**config.mk**
```make
export PLATFORM = sky130hd
export DESIGN_NAME = rrp_otf_conv
export DESIGN_NICKNAME = d
export VERILOG_FILES = /design/src/rtl/rrp_pkg.sv /design/src/rtl/rrp_otf_step.sv /design/src/rtl/rrp_otf_conv.sv
export SDC_FILE = /design/constraint.sdc
export NUM_CORES = 1
export LEC_CHECK = 0
export ABC_AREA = 1
export BUFFER_PORTS_ARGS = -buffer_cell sky130_fd_sc_hd__buf_2
export CELL_PAD_IN_SITES_DETAIL_PLACEMENT = 0
export CELL_PAD_IN_SITES_GLOBAL_PLACEMENT = 2
export CORE_MARGIN = 2
export CORE_UTILIZATION = 34
export CTS_CLUSTER_SIZE = 28
export DETAILED_ROUTE_END_ITERATION = 10
export PLACE_DENSITY = 0.87
export SLEW_MARGIN = 30
export SYNTH_ARGS = -nofsm -noshare
export SYNTH_HDL_FRONTEND = slang
export SYNTH_SLANG_ARGS = --single-unit
```
**constraint.sdc**
```tcl
create_clock -name clock -period 3.2 [get_ports clock]
set_input_delay 0.16 -clock clock [delete_from_list [all_inputs] [get_ports clock]]
set_output_delay 0.16 -clock clock [all_outputs]
set_load 0.01 [all_outputs]
```
**src/rtl/rrp_pkg.sv**
```systemverilog
// Shared constants and types for the redundant-radix (signed-digit) datapath blocks.
package rrp_pkg;

    // log2 of a power-of-two radix
    function automatic int unsigned calc_k(input int unsigned radix);
        int unsigned k;
        k = 0;
        for (int i = 0; i < 32; i++) begin
            if ((radix >> i) > 1) k = i + 1;
        end
        return k;
    endfunction

    function automatic int unsigned calc_d(input int unsigned radix);
        return calc_k(radix) + 1;
    endfunction

    function automatic int unsigned calc_b(input int unsigned radix, input int unsigned width);
        return width * calc_k(radix) + 1;
    endfunction

    typedef enum logic {
        IDLE = 1'b0,
        ACC  = 1'b1
    } state_t;

endpackage

```
**src/rtl/rrp_otf_step.sv**
```systemverilog
// One on-the-fly conversion step: shifts Q/QM left by one digit and appends a K-bit field.
module rrp_otf_step
    import rrp_pkg::*;
#(
    parameter int unsigned RADIX = 4,
    parameter int unsigned B     = 9,
    localparam int unsigned K    = calc_k(RADIX)
) (
    input  logic [B-1:0] q,
    input  logic [B-1:0] qm,
    input  logic [K:0]   d,
    output logic [B-1:0] q_next,
    output logic [B-1:0] qm_next
);

    // Low K bits of d equal RADIX+d for negative digits, so one field serves both signs.
    logic [K-1:0] d_lo;
    logic [K-1:0] d_lo_m1;

    assign d_lo    = d[K-1:0];
    assign d_lo_m1 = d_lo - K'(1);

    always_comb begin
        q_next  = q;
        qm_next = qm;
        if (d[K]) begin
            q_next  = {qm[B-K-1:0], d_lo};
            qm_next = {qm[B-K-1:0], d_lo_m1};
        end else if (d == '0) begin
            q_next  = {q[B-K-1:0], {K{1'b0}}};
            qm_next = {qm[B-K-1:0], {K{1'b1}}};
        end else begin
            q_next  = {q[B-K-1:0], d_lo};
            qm_next = {q[B-K-1:0], d_lo_m1};
        end
    end

endmodule

```
**src/rtl/rrp_otf_conv.sv**
```systemverilog
// Digit-serial MSD-first signed-digit to two's-complement converter (on-the-fly, no CPA).
// When fed adder sums of N digits, instantiate with WIDTH = N+1.
module rrp_otf_conv
    import rrp_pkg::*;
#(
    parameter int unsigned RADIX = 4,
    parameter int unsigned WIDTH = 16,
    localparam int unsigned K    = calc_k(RADIX),
    localparam int unsigned D    = calc_d(RADIX),
    localparam int unsigned B    = calc_b(RADIX, WIDTH)
) (
    input  logic         clock,
    input  logic         reset,
    input  logic         in_valid,
    input  logic         in_first,
    input  logic [D-1:0] d_in,
    output logic         out_valid,
    output logic [B-1:0] q_out,
    output logic         err
);

    localparam int unsigned CW            = $clog2(WIDTH);
    localparam logic [D-1:0] NEG_RADIX    = {1'b1, {K{1'b0}}};

    state_t         state, state_nxt;
    logic [CW-1:0]  cnt, cnt_nxt;
    logic [B-1:0]   q, q_nxt;
    logic [B-1:0]   qm, qm_nxt;
    logic [B-1:0]   q_out_nxt;
    logic           out_valid_nxt;
    logic           err_nxt;

    logic           start;
    logic           bad_digit;
    logic [D-1:0]   d_eff;
    logic [B-1:0]   step_q_in, step_qm_in;
    logic [B-1:0]   step_q, step_qm;

    // A new operand begins from Q=0, QM=-1 regardless of what the registers hold.
    assign start      = in_valid & in_first;
    assign bad_digit  = (d_in == NEG_RADIX);
    assign d_eff      = bad_digit ? '0 : d_in;
    assign step_q_in  = start ? '0 : q;
    assign step_qm_in = start ? '1 : qm;

    rrp_otf_step #(
        .RADIX (RADIX),
        .B     (B)
    ) u_step (
        .q       (step_q_in),
        .qm      (step_qm_in),
        .d       (d_eff),
        .q_next  (step_q),
        .qm_next (step_qm)
    );

    always_ff @(posedge clock or posedge reset) begin
        if (reset) begin
            state     <= IDLE;
            cnt       <= '0;
            q         <= '0;
            qm        <= '1;
            q_out     <= '0;
            out_valid <= 1'b0;
            err       <= 1'b0;
        end else begin
            state     <= state_nxt;
            cnt       <= cnt_nxt;
            q         <= q_nxt;
            qm        <= qm_nxt;
            q_out     <= q_out_nxt;
            out_valid <= out_valid_nxt;
            err       <= err_nxt;
        end
    end

    always_comb begin
        state_nxt     = state;
        cnt_nxt       = cnt;
        q_nxt         = q;
        qm_nxt        = qm;
        q_out_nxt     = q_out;
        out_valid_nxt = 1'b0;
        err_nxt       = err;

        if (in_valid) begin
            if (bad_digit) err_nxt = 1'b1;
            case (state)
                IDLE: begin
                    if (in_first) begin
                        q_nxt     = step_q;
                        qm_nxt    = step_qm;
                        cnt_nxt   = CW'(1);
                        state_nxt = ACC;
                    end else begin
                        err_nxt = 1'b1;
                    end
                end
                ACC: begin
                    q_nxt  = step_q;
                    qm_nxt = step_qm;
                    if (in_first) begin
                        // abandon the partial operand and restart on this digit
                        err_nxt = 1'b1;
                        cnt_nxt = CW'(1);
                    end else if (cnt == CW'(WIDTH - 1)) begin
                        q_out_nxt     = step_q;
                        out_valid_nxt = 1'b1;
                        cnt_nxt       = '0;
                        state_nxt     = IDLE;
                    end else begin
                        cnt_nxt = cnt + CW'(1);
                    end
                end
                default: state_nxt = IDLE;
            endcase
        end
    end

endmodule
```
# Yosys cells after proc, flatten, opt, wreduce, memory -nomap -nowiden
# Index checks and enable logic that the tools add are counted.
# op_classes
n_addsub,2
eq_ne,3
n_mux,27
n_bitwise,3
n_reduce_logical,3
# ops
cell,count
$mux W31,6
$pmux W31 S2,2
$mux W33,1
$mux W4,3
$mux W1,10
$pmux W4 S2,1
$add A4 B1 Y4 const B,1
$eq A4 B4 Y1 const B,1
$pmux W1 S2,2
$reduce_and A4 Y1,1
$eq A3 B3 Y1 const B,1
$logic_not A3 Y1,1
$mux W3,1
$mux W2,1
$ne A2 B2 Y1 const B,1
$not A1 Y1,2
$reduce_and A2 Y1,1
$sub A2 B1 Y2 const B,1
$and A1 B1 Y1,1
# totals
ff_bits,102
word_cells,45

# Logic depth before layout (Yosys ltp)
# Gate-level depths: netlist of run 1.
# depth
depth_word,7
depth_mapped,11
ltp_nobuf,9

# By module
# From an unflattened synthesis of run 1, not the netlist that was laid out.
# hier_totals
cells_unflattened,766
hier_area_um2,5542.8
# modules_own_cells
mod,instances,cells_each,area_each_um2,seq_area_each_um2
rrp_otf_conv,1,553,4643.2,2693.8
rrp_otf_step,1,213,899.6,0.0

# Worst setup path after synthesis of run 1
# No wires, ideal clock.
# synth_path
path_kind,input to register
startpoint,input port d_in[0]
endpoint,register q_out[10]
setup_ns,0.065
t_arrival_ns,1.270
t_required_ns,3.135
slack_ns,1.865
stages,11
cell_sequence,inv_1 -> ha_1 -> inv_1 -> nand2_1 -> inv_2 -> buf_2 -> buf_2 -> nand2_1 -> o21ai_1 -> nand2_1 -> nand2_1
# synth_via
elab_chain_len,3
# synth_lines
item,line_no,source
"start, declared",rrp_otf_conv.sv:16,"input logic [D-1:0] d_in,"
$eq A3 B3 Y1,rrp_otf_conv.sv:41,assign bad_digit = (d_in == NEG_RADIX);
$mux W3,rrp_otf_conv.sv:42,assign d_eff = bad_digit ? '0 : d_in;
$mux W33,rrp_otf_step.sv:26,if (d[K]) begin
"end signal, assigned",rrp_otf_conv.sv:71,q_out <= q_out_nxt;
"end, declared",rrp_otf_conv.sv:18,"output logic [B-1:0] q_out,"
# Every way passes these cells.
# A chain may end at the register's enable or synchronous reset.

# Worst setup path after layout of run 1
# layout_path
startpoint,register cnt[0]
endpoint,register q_out[5]
# layout_via
elab_chain_len,2
# layout_lines
item,line_no,source
"start, declared",rrp_otf_conv.sv:26,"logic [CW-1:0] cnt, cnt_nxt;"
"start signal, assigned",rrp_otf_conv.sv:68,cnt <= cnt_nxt;
$eq A4 B4 Y1,rrp_otf_conv.sv:106,end else if (cnt == CW'(WIDTH - 1)) begin
$reduce_and A4 Y1 (no line),n/a,
# Every way passes these cells.

==> run_results.csv, run 1 <==
group,metric,value,unit
outcome,status,"finished, final reports clean",
critical_path,reg2regPathDepth,6,
clocking,cts_tree,"built",
timing,worstMarginPinSlew,0.952,ns
critical_path,max_stage_delay,0.65,ns
critical_path,crit_chain,"ha_1 -> nand3_1 -> nor3_4 -> buf_4 -> nand2_1 -> nand2_1",
synthesis,synthMostInstantiatedCell,"nand2_1",
die,die_area,0.0159,mm²
die,num_io_pins,42,
placement,dp_hpwl,6980,µm
power,finalPower,3310,µW
final_layout,fin_area,0.00579,mm²
critical_path,worstPathArrival,2.28,ns
synthesis,yosys_warnings,0,
clocking,clk_latency,0.35,ns
die,dieHeight,126,µm
die,row_count,44,
routing,via_count,4249,
placement,gp_congestion,0.747,
routing,wl,12000,µm
timing,setup_tns,0,ns
synthesis,synth_area_leader_cell,"dfrtp_1",
critical_path,endpoint_kind,"register",
clocking,post_cts_buffers,0,
final_layout,nets,753,
routing,drcViolationCount,0,
timing,rsz0062_at_grt,"no",
synthesis,synth_top_cell_area_share,0.350,
global_routing,grt-ovfl-total,0,
final_layout,area_growth,14.1,%
critical_path,r2r_slack,1.21,ns
die,floorplan.core_area,0.0145,mm²
timing,slew_violations,0,
min_path,hold_path_class,"primary input to register",
final_layout,diodes,0,
run,cap_violations,0,
power,total_leakage_power,0.00338,µW
timing,fin_worst_skew,0.00945,ns
timing,hold_viol_final,0,
critical_path,critPathKind,"register to register",
routing,drt_pre_antenna_iters,5,
synthesis,syn-instance-count,716,
synthesis,synth.area.top_cells,"dfrtp_1 35%, nand2_1 31%, dfstp_2 16%",
synthesis,synth-edff-count,0,
critical_path,crit_path_top_delay_cell,"nor3_4",
synthesis,ys_seq_area_frac,0.511,
critical_path,cp.required,3.49,ns
clocking,cts_resized,0,
power,cellPowerDensity,573,mW/mm²
critical_path,crit_family,"simple AND/OR/NAND/NOR gates",
clocking,clk_pin_slew_worst_paths,0.07,ns
timing,max_freq,504,MHz
timing,holdWs,0.108,ns
timing,relSlewSlack,0.364,
critical_path,crit_fanout,16,
critical_path,path_depth,6,
synthesis,yosys-top-cells-count,"424 x nand2_1, 71 x dfrtp_1, 69 x inv_1, 33 x nand3_1, 31 x dfstp_2",
clocking,root_buffer,"clkbuf_16",
synthesis,syn_avg_cell_area,7.08,µm²
routing,wl_per_cell,12.8,µm
synthesis,ys_types,21,
power,peakVddDrop,0.260,mV
synthesis,ys_seq_elements,102,
critical_path,crit_path_start_kind,"register",
global_routing,grt_pass1_vias,4241,
clocking,htreeDepth,3,
routing,viasPerCell,4.56,
timing,min_period,1.99,ns
clocking,cts_made_buffers,9,
synthesis,syn_area,0.00507,mm²
routing,drtIter0Drc,265,
min_path,holdPathStages,2,
final_layout,final_cells,932,
global_routing,antenna_found_initial,0,
clocking,hold_buffers,1,
placement,post_dp_cell_area,0.00545,mm²
synthesis,synth.net_count,726,
final_layout,layout-drive-gt1-share,0.140,
timing,final-setup-viol-count,0,
global_routing,grtUsageTotal,0.162,
synthesis,synth-main-ff-cell,"dfrtp_1",
clocking,cts_sinks,102,
critical_path,path_buf_inv,1,
die,die_w,126,µm
die,initial_core_util,0.349,
synthesis,synthArstFlopShare,1.00,
critical_path,cpMostUsedCell,"nand2_1",
global_routing,grt_pass1_wl,20800,µm
global_routing,grt_start_max_net_pins,68,
placement,placed_cells,915,
clocking,cts_buffer_depth,2,
placement,port_buffers,41,
timing,fin_crit_sh,0.621,
routing,postRouteAntennaNets,0,
## logic make-up after synthesis
group / after synthesis / synth area share
compound gates: 37 / 0.0383
buf+inv: 109 / 0.0881
fa+ha+maj: 3 / 0.00740
flops: 102 / 0.511
simple gates: 465 / 0.355
## cell usage in the layout, fill, tap and decap left out, drive strengths merged, types with 2 or more instances in the layout
cell type / netlist / routed
dfrtp: 71 / 71
dfstp: 31 / 31
nor2: 4 / 4
a21oi: 2 / 2
and2: 2 / 2
bufinv: 0 / 2
inv: 72 / 72
buf: 26 / 52
o21ai: 32 / 32
ha: 3 / 3
clkbuf: 11 / 13
nand3: 33 / 33
nand2: 424 / 424
## cell type report
| type | instances | area (µm²) |
|---|---|---|
| Multi-Input combinational cell | 505 | 2050 |
| Timing Repair Buffer | 53 | 310 |
| Tap cell | 184 | 230 |
| Fill cell | 1530 | 8750 |
| Clock inverter | 3 | 67.6 |
| Sequential cell | 102 | 2590 |
| Inverter | 72 | 273 |
| Clock buffer | 13 | 260 |
## registers in the layout, summed over array words and instances, names as in the netlist
| register | count |
|---|---|
| cnt | 4 |
| err | 1 |
| out_valid | 1 |
| q | 31 |
| q_out | 33 |
| qm | 31 |
| state | 1 |
## through the flow
stage | util | worst slack (ns)
floorplan | - | 0.416
global placement | 0.375 | 1.15
detailed placement | 0.375 | 1.14
CTS | 0.398 | 1.13
global route | 0.398 | 1.03
finish | 0.398 | 1.21
## worst register-to-register path: stages, from the launching register on
cell and delay, ns:
dfrtp_1 0.37, ha_1 0.22, nand3_1 0.19, nor3_4 0.65
buf_4 0.34, nand2_1 0.09, nand2_1 0.07
## metal layers
metal	track usage	wire, µm	share of wire	up-vias
met5	0	0	0	-
met4	0.0653	225	0.019	0
met3	0.0276	366	0.031	18
met2	0.267	5630	0.47	62
met1	0.212	5760	0.48	1974
li1	-	-	-	2195
## final timing paths
check,end,from
setup / recovery,q_out[5]$_DFFE_PP0P_,cnt[0]$_DFFE_PP0P_
hold / removal,err$_DFFE_PP0P_,in_valid
setup reg to reg,q_out[5]$_DFFE_PP0P_,cnt[0]$_DFFE_PP0P_
hold reg to reg,err$_DFFE_PP0P_,err$_DFFE_PP0P_
max in group asynchronous,qm[0]$_DFFE_PP1P_,reset
min in group asynchronous,q_out[2]$_DFFE_PP0P_,reset
## where the power goes
part	switching (µW)	total, µW	internal [µW]
registers	79.6	1570	1490
clock network	484	1210	730
logic	352	533	181
Note: power is estimated with default switching activity, not from simulation.
==> run 2: changes to the inputs <==
Settings changed: CORE_UTILIZATION 34 to 31, PLACE_DENSITY 0.87 to 0.84.
Clock period 3.2 ns to 1.62 ns, I/O delays scaled along.
==> run 2 against run 1 <==
Clock skew grew 0.00055 ns. First-iteration DRC count is 19% lower. Sequential share of layout area decreased by 1.0 points. Setup slack got worse by 1.1 ns. Combinational power rose by 100%. Largest power group unchanged. Critical path depth did not move. Clock power increased by 95%.
==> run_results.csv, run 2 (synthesis results as in run 1) <==
group,metric,value,unit
outcome,status,"finished, final reports clean",
critical_path,path_buf_inv,1,
critical_path,crit_path_top_delay_cell,"dfrtp_1",
routing,wl_per_cell,12.7,µm
power,cellPowerDensity,1100,mW/mm²
die,floorplan.core_area,0.0159,mm²
routing,drcViolationCount,0,
placement,port_buffers,41,
power,total_leakage_power,0.00342,µW
clocking,htreeDepth,3,
clocking,clk_pin_slew_worst_paths,0.07,ns
power,peakVddDrop,0.497,mV
routing,drtIter0Drc,215,
final_layout,layout-drive-gt1-share,0.145,
timing,fin_worst_skew,0.00999,ns
power,finalPower,6540,µW
timing,fin_crit_sh,0.939,
global_routing,met2_usage,0.257,
timing,max_freq,658,MHz
routing,wl,12200,µm
routing,postRouteAntennaNets,0,
timing,final-setup-viol-count,0,
critical_path,endpoint_kind,"register",
global_routing,use_met1,0.183,
critical_path,crit_path_start_kind,"register",
timing,setup_tns,0,ns
critical_path,cp.required,1.92,ns
global_routing,antenna_found_initial,0,
placement,gp_congestion,0.704,
global_routing,grt-ovfl-total,0,
critical_path,worstPathArrival,1.82,ns
routing,drt_pre_antenna_iters,4,
die,dieHeight,132,µm
critical_path,crit_chain,"ha_1 -> nand3_1 -> nor3_4 -> buf_4 -> nand2_1 -> nand2_1",
timing,hold_viol_final,0,
die,row_count,46,
global_routing,grt.busiest_layer,"met2",
critical_path,critPathKind,"register to register",
placement,dp_hpwl,7040,µm
timing,relSlewSlack,0.610,
die,die_area,0.0174,mm²
min_path,hold_path_class,"primary input to register",
final_layout,diodes,0,
global_routing,grt_start_max_net_pins,103,
clocking,cts_tree,"built",
die,die_w,132,µm
clocking,cts_made_buffers,9,
timing,setup_ws,0.0991,ns
routing,via_count,4292,
final_layout,nets,757,
die,initial_core_util,0.318,
clocking,cts_sinks,102,
critical_path,crit_family,"simple AND/OR/NAND/NOR gates",
critical_path,crit_fanout,15,
die,num_io_pins,42,
final_layout,layout_common_cells,"422 x nand2_1, 71 x dfrtp_1, 68 x inv_1",
final_layout,utilization,0.371,
timing,worstMarginPinSlew,0.586,ns
global_routing,met3_usage,0.0404,
critical_path,cpMostUsedCell,"nand2_1",
global_routing,grtUsageTotal,0.149,
timing,holdWs,0.0212,ns
global_routing,grt_pass1_wl,21100,µm
final_layout,area_growth,16.8,%
routing,viasPerCell,4.43,
final_layout,reg_top3,"q_out: 33 flops, q: 31 flops, qm: 31 flops",
placement,dp_slack,0.113,ns
timing,min_period,1.52,ns
clocking,post_cts_buffers,0,
critical_path,max_stage_delay,0.37,ns
timing,slew_violations,0,
final_layout,regMostFlops,"q_out",
final_layout,largest_reg_flops,33,
global_routing,grt_pass1_vias,4286,
clocking,root_buffer,"clkbuf_16",
clocking,cts_buffer_depth,2,
final_layout,layout_commonest_cell,"nand2_1",
clocking,clk_latency,0.35,ns
run,cap_violations,0,
timing,rsz0062_at_grt,"no",
run 2: cell count changes in the layout (fill, tap and decap cells not counted):
| cell | delta |
|---|---|
| clkinv_2 | +1 |
| buf_6 | +1 |
| buf_12 | +6 |
| buf_4 | -3 |
| inv_4 | -1 |
| a21oi_4 | -1 |
| a21oi_2 | +1 |
| clkbuf_8 | -1 |
| clkinvlp_4 | +1 |
run 2: final timing paths:
path | cells after the start | endpoint | slack [ns] | from
setup reg to reg | 6 | q_out[28]$_DFFE_PP0P_ | 0.1 | cnt[0]$_DFFE_PP0P_
hold / removal | 2 | err$_DFFE_PP0P_ | 0.02 | in_valid
max in group asynchronous | 4 | q[23]$_DFFE_PP0P_ | 0.74 | reset
hold reg to reg | 1 | err$_DFFE_PP0P_ | 0.45 | err$_DFFE_PP0P_
min in group asynchronous | 4 | q_out[2]$_DFFE_PP0P_ | 0.42 | reset
setup / recovery | 6 | q_out[28]$_DFFE_PP0P_ | 0.1 | cnt[0]$_DFFE_PP0P_
run 2: final cells by class:
type                            count  area (µm²)
Multi-Input combinational cell    505        2050
Fill cell                        1701       10000
Tap cell                          216         270
Clock buffer                       12         246
Timing Repair Buffer               57         419
Sequential cell                   102        2590
Inverter                           72         274
Clock inverter                      4        72.6
run 2: worst register-to-register path, delay by kind of cell, from the launching register on:
| family | cells | cell delay [ns] |
|---|---|---|
| flip-flops | 1 | 0.37 |
| adder cells (fa/ha/maj) | 1 | 0.22 |
| buffers and inverters | 1 | 0.26 |
| AND/OR/NAND/NOR | 4 | 0.61 |
run 2: power breakdown:
part	switching (µW)	total [µW]	internal [µW]
logic	704	1090	384
registers	153	3090	2940
clock network	962	2360	1400
total	1820	6540	4720
run 2: timing repair:
action / in CTS / in global routing
hold endpoints to repair: 71 / 0
gates resized for setup: 0 / 1
hold buffers: 1 / 0
setup endpoints to repair: 0 / 4
run 2: layer usage:
| layer | vias up | wire (µm) |
|---|---|---|
| met5 | - | 0 |
| met1 | 2035 | 5870 |
| met2 | 48 | 5840 |
| li1 | 2196 | - |
| met4 | 0 | 178 |
| met3 | 13 | 359 |
run 2: metrics by stage:
stage | instance area [µm²] | std cells
5_1_grt | 5920 | 968
3_5_place_dp | 5590 | 951
3_3_place_gp | 5590 | 951
4_1_cts | 5920 | 968
2_1_floorplan | 5070 | 716
6_report | 5920 | 968
==> run 3: changes to the inputs <==
Settings changed: CORE_UTILIZATION 31 to 32, CTS_BUF_LIST from default to sky130_fd_sc_hd__clkbuf_4, PLACE_DENSITY 0.84 to 0.86.
==> run 3 against run 2 <==
Global-route usage increased by 0.69 points. Maximum frequency increased by 4.6%. Final cell count increased by 0.83%. Worst hold slack improved by 0.27 ns. Highest routed layer unchanged.
==> run_results.csv, run 3 (synthesis results as in run 1) <==
group,metric,value,unit
power,seq_power_share,0.561,
clocking,htreeDepth,3,
power,p_sw,1710,µW
clocking,clk_latency,0.49,ns
final_layout,layout_commonest_cell,"nand2_1",
die,row_count,46,
timing,final-setup-viol-count,0,
clocking,root_buffer,"clkbuf_4",
timing,fin_crit_sh,0.897,
final_layout,largest_reg_flops,33,
global_routing,grt_start_max_net_pins,103,
min_path,hold_path_class,"primary input to asynchronous set/reset pin",
die,die_area,0.0169,mm²
final_layout,final_cells,976,
timing,min_period,1.45,ns
critical_path,worstPathArrival,1.88,ns
die,dieHeight,130,µm
routing,drcViolationCount,0,
clocking,cts_buffer_depth,2,
final_layout,layout_common_cells,"422 x nand2_1, 71 x dfrtp_1, 68 x inv_1",
global_routing,grtUsageTotal,0.156,
global_routing,grt_pass1_wl,20500,µm
routing,viasPerCell,4.42,
timing,max_freq,688,MHz
final_layout,regMostFlops,"q_out",
timing,hold_viol_final,0,
timing,fin_worst_skew,0.0180,ns
clocking,hold_buffers,8,
critical_path,crit_path_start_kind,"register",
outcome,status,"finished, final reports clean",
global_routing,antenna_found_initial,1,
critical_path,endpoint_kind,"register",
timing,setup_tns,0,ns
final_layout,fillerInstances,1721,
power,p_int,3810,µW
placement,port_buffers,41,
critical_path,cp.required,2.04,ns
final_layout,layout-drive-gt1-share,0.144,
clocking,post_cts_buffers,0,
power,peakVddDrop,0.377,mV
final_layout,area_growth,14.4,%
clocking,cts_made_buffers,9,
placement,placed_cells,951,
die,die_w,130,µm
critical_path,crit_fanout,34,
power,pwr-share-comb,0.199,
clocking,cts_sinks,102,
global_routing,grt_pass1_vias,4161,
clocking,clk_pin_slew_worst_paths,0.14,ns
routing,postRouteAntennaNets,0,
placement,gp_congestion,0.717,
run,cap_violations,0,
routing,drtIter0Drc,240,
clocking,cts_tree,"built",
power,clockPowerShare,0.239,
timing,relSlewSlack,0.628,
timing,slew_violations,0,
die,initial_core_util,0.324,
timing,rsz0062_at_grt,"no",
final_layout,nets,764,
routing,wl,12100,µm
critical_path,critPathKind,"register to register",
die,num_io_pins,42,
global_routing,grt-ovfl-total,0,
timing,worstMarginPinSlew,0.559,ns
power,cellPowerDensity,951,mW/mm²
final_layout,reg_top3,"q_out: 33 flops, q: 31 flops, qm: 31 flops",
power,sw_frac_of_total,0.310,
routing,drt_pre_antenna_iters,4,
power,total_leakage_power,0.00337,µW
placement,dp_hpwl,6980,µm
clocking,cts_resized,0,
routing,via_count,4312,
die,floorplan.core_area,0.0157,mm²
routing,wl_per_cell,12.4,µm
-- run 3: final cells by class --
cell class / count / area (µm²) / share of cell area
Antenna cell: 1 / 2.50 / 0.000432
Clock buffer: 10 / 75.1 / 0.0129
Clock inverter: 6 / 52.6 / 0.00906
Inverter: 72 / 274 / 0.0473
Multi-Input combinational cell: 505 / 2050 / 0.353
Sequential cell: 102 / 2590 / 0.447
Tap cell: 216 / 270 / 0.0466
Timing Repair Buffer: 64 / 485 / 0.0837
-- run 3: critical path: stages, from the launching register on --
cell     delay (ns)
dfrtp_1        0.40
ha_1           0.22
nand3_1        0.19
nor3_4         0.20
buf_12         0.24
nand2_1        0.09
nand2_1        0.07
-- run 3: worst paths after layout --
check / cells after the start / to / from / slack [ns]
min in group clock: 2 / qm[6]$_DFFE_PP1P_ / qm[6]$_DFFE_PP1P_ / 0.48
max in group asynchronous: 4 / qm[22]$_DFFE_PP1P_ / reset / 0.90
setup reg to reg: 6 / q_out[21]$_DFFE_PP0P_ / cnt[1]$_DFFE_PP0P_ / 0.17
setup / recovery: 6 / q_out[21]$_DFFE_PP0P_ / cnt[1]$_DFFE_PP0P_ / 0.17
hold reg to reg: 2 / qm[6]$_DFFE_PP1P_ / qm[6]$_DFFE_PP1P_ / 0.48
hold / removal: 4 / q_out[2]$_DFFE_PP0P_ / reset / 0.29
-- run 3: power groups by stage --
| stage | combinational [µW] | sequential [µW] | clock [µW] |
|---|---|---|---|
| floorplan | 851 | 3100 | 0 |
| global placement | 1080 | 3130 | 0 |
| detailed placement | 1100 | 3140 | 0 |
| CTS | 1120 | 3090 | 1420 |
| global route | 1300 | 3140 | 1500 |
| finish | 1100 | 3090 | 1320 |
-- run 3: stage by stage --
stage / setup slack (ns) / hold slack [ns] / cell area (µm²) / util / total power, µW
after floorplan: 0.286 / 0.202 / 5070 / - / 3950
after global placement: 0.215 / 0.293 / 5590 / 0.357 / 4220
after detailed placement: 0.171 / 0.295 / 5590 / 0.357 / 4240
after CTS: 0.133 / 0.266 / 5800 / 0.370 / 5640
after global routing: 0.00970 / 0.301 / 5800 / 0.370 / 5930
final: 0.166 / 0.294 / 5800 / 0.370 / 5510
-- run 3: per-layer routing --
layer / up-vias / track usage / wire [µm]
li1: 2221 / - / -
met1: 2031 / 0.196 / 5740
met2: 51 / 0.264 / 5850
met3: 9 / 0.0431 / 412
met4: 0 / 0.0411 / 123
met5: - / 0 / 0
